`src/rtl/apb_req_arbiter.sv`:
```
// apb_req_arbiter: two-requester round-robin arbiter that sequences the
// APB SETUP/ACCESS phases toward a single shared slave. A watchdog aborts
// any transfer whose slave never raises ready.
module apb_req_arbiter #(
  parameter int ADDR_W  = 4,
  parameter int DATA_W  = 8,
  parameter int TIMEOUT = 15
) (
  input  logic              clk,
  input  logic              rst,
  input  logic              req0,
  input  logic              req1,
  input  logic [ADDR_W-1:0] addr0,
  input  logic [ADDR_W-1:0] addr1,
  input  logic [DATA_W-1:0] wdata0,
  input  logic [DATA_W-1:0] wdata1,
  input  logic              wr0,
  input  logic              wr1,
  output logic [1:0]        gnt,
  output logic [1:0]        done,
  output logic [DATA_W-1:0] rdata,
  output logic              err,
  output logic              tmo,
  output logic [ADDR_W-1:0] m_addr,
  output logic [DATA_W-1:0] m_wdata,
  output logic              m_wr,
  output logic              m_sel,
  output logic              m_enable,
  input  logic              m_ready,
  input  logic              m_slverr,
  input  logic [DATA_W-1:0] m_rdata
);

  typedef enum logic [1:0] {
    IDLE   = 2'd0,
    SETUP  = 2'd1,
    ACCESS = 2'd2
  } state_t;

  // Watchdog value reached at the start of the last permitted wait cycle.
  localparam logic [7:0] WD_LAST = 8'(TIMEOUT - 1);

  state_t     state;
  state_t     state_nxt;
  logic       last_gnt;
  logic [7:0] wdog;
  logic       grant;
  logic       winner;
  logic       finish;
  logic       expire;

  // State register; reset abandons any transfer in flight without a done pulse.
  always_ff @(posedge clk) begin
    if (rst) state <= IDLE;
    else     state <= state_nxt;
  end

  // Next state, APB phase strobes and the grant/complete/abort decisions.
  always_comb begin
    state_nxt = state;
    m_sel     = 1'b0;
    m_enable  = 1'b0;
    grant     = 1'b0;
    winner    = 1'b0;
    finish    = 1'b0;
    expire    = 1'b0;
    case (state)
      IDLE: begin
        if (req0 || req1) begin
          grant     = 1'b1;
          winner    = (req0 && req1) ? ~last_gnt : req1;
          state_nxt = SETUP;
        end
      end
      SETUP: begin
        m_sel     = 1'b1;
        state_nxt = ACCESS;
      end
      ACCESS: begin
        m_sel    = 1'b1;
        m_enable = 1'b1;
        if (m_ready) begin
          finish    = 1'b1;
          state_nxt = IDLE;
        end else if (wdog == WD_LAST) begin
          expire    = 1'b1;
          state_nxt = IDLE;
        end
      end
      default: state_nxt = IDLE;
    endcase
  end

  // Grant/transfer latches, watchdog and the one-cycle completion status.
  always_ff @(posedge clk) begin
    if (rst) begin
      last_gnt <= 1'b1;
      gnt      <= 2'b00;
      done     <= 2'b00;
      rdata    <= '0;
      err      <= 1'b0;
      tmo      <= 1'b0;
      m_addr   <= '0;
      m_wdata  <= '0;
      m_wr     <= 1'b0;
      wdog     <= 8'd0;
    end else begin
      done <= 2'b00;
      err  <= 1'b0;
      tmo  <= 1'b0;
      if (grant) begin
        gnt      <= winner ? 2'b10 : 2'b01;
        last_gnt <= winner;
        m_addr   <= winner ? addr1 : addr0;
        m_wdata  <= winner ? wdata1 : wdata0;
        m_wr     <= winner ? wr1 : wr0;
      end
      if (state == SETUP) begin
        wdog <= 8'd0;
      end else if (state == ACCESS && !m_ready) begin
        wdog <= wdog + 8'd1;
      end
      if (finish) begin
        if (!m_wr) rdata <= m_rdata;
        err  <= m_slverr;
        tmo  <= 1'b0;
        done <= gnt;
        gnt  <= 2'b00;
      end
      if (expire) begin
        err  <= 1'b1;
        tmo  <= 1'b1;
        done <= gnt;
        gnt  <= 2'b00;
      end
    end
  end

endmodule

```
`config.mk`:
```
export PLATFORM = sky130hd
export DESIGN_NAME = apb_req_arbiter
export DESIGN_NICKNAME = d
export VERILOG_FILES = /design/src/rtl/apb_req_arbiter.sv
export SDC_FILE = /design/constraint.sdc
export NUM_CORES = 1
export LEC_CHECK = 0
export BUFFER_PORTS_ARGS = -buffer_cell sky130_fd_sc_hd__buf_4
export CORE_MARGIN = 5
export CORE_UTILIZATION = 52
export DETAILED_ROUTE_END_ITERATION = 8
export PLACE_DENSITY = 0.84
export SLEW_MARGIN = 0
export SYNTH_ARGS = -nofsm -noshare
export SYNTH_HDL_FRONTEND = slang
export SYNTH_SLANG_ARGS = --single-unit
```
`constraint.sdc`:
```
create_clock -name clk -period 2.3 [get_ports clk]
set_input_delay 0.23 -clock clk [delete_from_list [all_inputs] [get_ports clk]]
set_output_delay 0.23 -clock clk [all_outputs]
set_load 0.05 [all_outputs]
```
After elaboration in Yosys (flattened, before gate mapping)
Cells that the tools add are included.
- add/sub/neg operators: 1
- eq/ne operators: 5
- muxes and demuxes: 25
- bitwise gates (word level): 2
- reductions and logical operators: 10
- operators with widths (kind ; number):
    $mux 1 ; 16
    $mux 2 ; 6
    $add 8x1->8 const B ; 1
    $eq 8x4->1 const B ; 1
    $mux 8 ; 1
    $pmux 2 s3 ; 1
    $mux 4 ; 1
    $reduce_and 2->1 ; 2
    $reduce_or 2->1 ; 2
    $ne 3x3->1 const B ; 1
    $reduce_or 3->1 ; 1
    $eq 2x1->1 const B ; 1
    $eq 2x2->1 const B ; 1
    $logic_and 1x1->1 ; 2
    $logic_not 2->1 ; 1
    $ne 2x2->1 const B ; 1
    $not 1->1 ; 2
    $logic_not 1->1 ; 1
    $logic_or 1x1->1 ; 1
- bits in registers: 38
- word-level logic and storage cells: 54

Logic depth before layout (Yosys ltp)
- word-level depth: 5
- gate-level depth with buffers: 7

Worst setup path before layout
OpenSTA, ideal clock, no wires.
- path type: flip-flop to flip-flop
- start point: register state[0]
- end point: register wdog[7]
- data arrival time: 1796 ps
- path slack: 434 ps
- cell stages (with the launch flop): 7
- path buffers: 1
- clock period less this slack: 1866 ps
- path through: dfxtp_1 > inv_1 > ha_1 > buf_2 > nand4b_1 > or4_1 > a21oi_1
- longest elaborated chain between the ends: 2
- elaborated cells between the ends (all ways): 4
- those cells by class: 2 x eq/ne; 2 x reduce/logical
- RTL lines (item ; RTL line ; source):
    from (decl) ; 43 ; state_t state;
    from (signal assigned) ; 55 ; else state <= state_nxt;
    $eq 2x1->1 or $eq 2x2->1 (tied branches) ; 118, 120 ;
    $reduce_or 2->1 (no source line) or $logic_and 1x1->1 (tied branches) ; -- ;
    to (signal assigned) ; 121 ; wdog <= wdog + 8'd1;
    to (decl) ; 46 ; logic [7:0] wdog;
Parallel ways exist; a longest one is shown, timed or not.
A chain may end at the register's enable or synchronous reset.

Worst setup path after layout
- start point: register state[0]
- end point: register m_wdata[4]
- longest elaborated chain between the ends: 3
- elaborated cells between the ends (all ways): 4
- those cells by class: 3 x mux; 1 x reduce/logical
- RTL lines (item ; RTL line ; source):
    $logic_not 2->1 (*) ; 67 ; case (state)
    $mux 1 ; 67 ;
    $mux 8 ; 115 ; m_wdata <= winner ? wdata1 : wdata0;
    to (signal assigned) ; 115 ;
    to (decl) ; 25 ; output logic [DATA_W-1:0] m_wdata,
Mark *: on every way between the ends. The rest lies on a longest branch, timed or not.

==> flow_summary.json <==
{
  "cts_buffers": 5,
  "die-area_um2": 4720,
  "die_x_um": 68.7,
  "wirelength_mm": 4.03,
  "cts_buffer_depth": 2,
  "clock.fmax_ghz": 0.527,
  "synth_top_family_by_area": "simple AND/OR/NAND/NOR gates",
  "setup_viol": 0,
  "ys_ff_latch": 38,
  "dp_slack_ns": 0.421,
  "drv_slew": 0,
  "synth_commonest_cells": "dfxtp_1, nor2_1, or3b_1, o21ai_1, a311oi_1",
  "fp.coreArea_um2": 3340,
  "placedCellCount": 298,
  "yosys_warnings": 0,
  "fin_crit_sh_pct": 82.5,
  "synth.most_common_cell": "dfxtp_1",
  "cts_resized": 0,
  "netlist_area_um2": 1790,
  "crit_path_max_fanout": 26,
  "synthAdderAreaFrac_pct": 3.49,
  "cts_sinks": 38,
  "finalNetCount": 304,
  "crit_arrival_ns": 2.15,
  "ys_top_cells_by_area": "dfxtp_1, or3b_1, nor2_1, mux2i_1, a311oi_1",
  "num_antenna_cells": 0,
  "fin_crit_ns": 1.90,
  "clkTransAtPathRegs_ns": 0.11,
  "cap_violations": 0,
  "drive_gt1_share_pct": 31.5,
  "start_util_pct": 53.7,
  "synth_top_area_cell": "dfxtp_1",
  "vias_per_cell": 5.26,
  "yosys.area_share.simple_pct": 25.3,
  "hp-start": "m_rdata[1]",
  "utilization_pct": 71.2,
  "ff2ff_setup_slack_ns": 0.40,
  "drt_iter0_drc": 102,
  "hold_viol_final": 0,
  "wl_per_cell_um": 13.2,
  "muxShareOfSynthArea_pct": 4.47,
  "ys_seq_area_share_pct": 42.4,
  "ys_async_sr_fraction_pct": 0,
  "synth_top_cell_area_share_pct": 42.4,
  "numPortBuffers": 68,
  "firstDrtPassIters": 4,
  "fill_cells": 260,
  "worst_pin_slew_ns": 0.708,
  "num_vias": 1610,
  "routabilityCongestion": 0.803,
  "hold_path_class": "input port to register",
  "rsz0062_at_grt": "no",
  "synth_top_flop_cell": "dfxtp_1",
  "grt_pass1_vias": 1461,
  "power.leakage_nw": 1.04,
  "cts_tree": "built",
  "clock_latency_ns": 0.33,
  "worstRegToRegCells": 5,
  "num_rows": 21,
  "skew_ns": 0.00515,
  "synth_enable_flop_cells": 0,
  "post_cts_buffers": 0,
  "min_path_cells": 3,
  "syn_inst": 194,
  "ys_types": 44,
  "crit_required_ns": 2.55,
  "drc_errors": 0,
  "worst_r2r_endpoint": "m_wdata[4]",
  "gr-usage-all-layers_pct": 18.1,
  "io_pins": 69,
  "synthXorXnorAreaFrac_pct": 0.488,
  "worst_slack_ns": 0.402,
  "hold_end": "rdata[1]",
  "slew-limit-headroom_pct": 52.7,
  "synth_compound_area_share_pct": 18.9,
  "ant_nets": 0,
  "power_density_nw_per_um2": 698,
  "die_height_um": 68.7,
  "dp_hpwl_mm": 3.05,
  "instances_no_fill": 306,
  "start_kind": "register",
  "grt_overflow_total": 0,
  "cts_root_buf": "clkbuf_4",
  "synthesis.area_per_instance_um2": 9.24,
  "area_growth_pct": 32.6,
  "endpoint_kind": "register",
  "path_class": "register to register",
  "ctsHoldBuffers": 0,
  "antenna_found_initial": 0,
  "ctsHtreeMaxLevel": 2,
  "ir_drop_mv": 0.398,
  "tns_ns": 0,
  "reg2reg_from": "state[0]",
  "grt_pass1_wl_mm": 6.44,
  "syn_nets": 239,
  "grt_max_degree": 35,
  "outcome": "finished clean"
}
-- layer usage --
layer	part of all wire [%]	vias up	GRT usage (%)	wire length, um
met5	0	-	0	0
met4	1.2	0	5.84	48
met3	10	5	5.83	402
met2	47	52	29.3	1880
met1	42	705	22.7	1700
li1	-	848	-	-
-- per-stage QoR --
stage,hold WS [ns],power (mW),instance area [um^2]
after detailed placement,0.457,1.32,2310
final,0.130,1.66,2380
after global routing,0.105,1.76,2380
after floorplan,0.374,1.15,1790
after CTS,0.121,1.67,2380
after global placement,0.446,1.31,2310
-- worst max-delay path by stage --
stage	start	cells after the start	endpoint
floorplan	state[0]	6	wdog[7]
global placement	state[0]	5	m_addr[2]
detailed placement	state[0]	5	m_wdata[2]
CTS	state[1]	5	m_addr[1]
global route	state[1]	5	m_wdata[0]
finish	state[0]	5	m_wdata[4]
-- critical path, stage by stage (launching register included) --
cell	delay, ns
dfxtp_1	0.34
inv_1	0.08
ha_1	0.20
nand2_1	0.43
or3b_1	0.52
a311oi_1	0.24
-- final cells by class --
class | count | area [um^2] | share of cell area (%)
Multi-Input combinational cell | 138 | 943 | 39.7
Sequential cell | 38 | 761 | 32.0
Timing Repair Buffer | 71 | 533 | 22.4
Tap cell | 46 | 57.6 | 2.42
Clock buffer | 6 | 51.3 | 2.16
Inverter | 5 | 18.8 | 0.789
Clock inverter | 2 | 12.5 | 0.526
-- cells in the final DEF (no fill, tap or decap), drive strengths merged, types with 6 or more instances in the layout --
cell type	n
or3b	14
a21oi	6
mux2i	8
nand2	8
a311oi	10
o21ai	15
dfxtp	38
clkbuf	6
nor2	23
buf	71
-- cells by family after synthesis --
family	Yosys count
buf+inv	18
simple gates	75
mux	8
xor+xnor	1
compound gates	49
flops	38
fa+ha+maj	5
-- flip-flops by register name, summed over array words and instances, names as in the netlist --
signal,cells
m_wdata,8
rdata,8
wdog,8
m_addr,4
done,2
gnt,2
state,2
err,1
last_gnt,1
m_wr,1
tmo,1
-- power by group --
| part | internal [mW] | switching (mW) |
|---|---|---|
| clock network | 0.147 | 0.213 |
| logic | 0.203 | 0.352 |
| registers | 0.713 | 0.0314 |
Note: power is estimated with default switching activity, not from simulation.
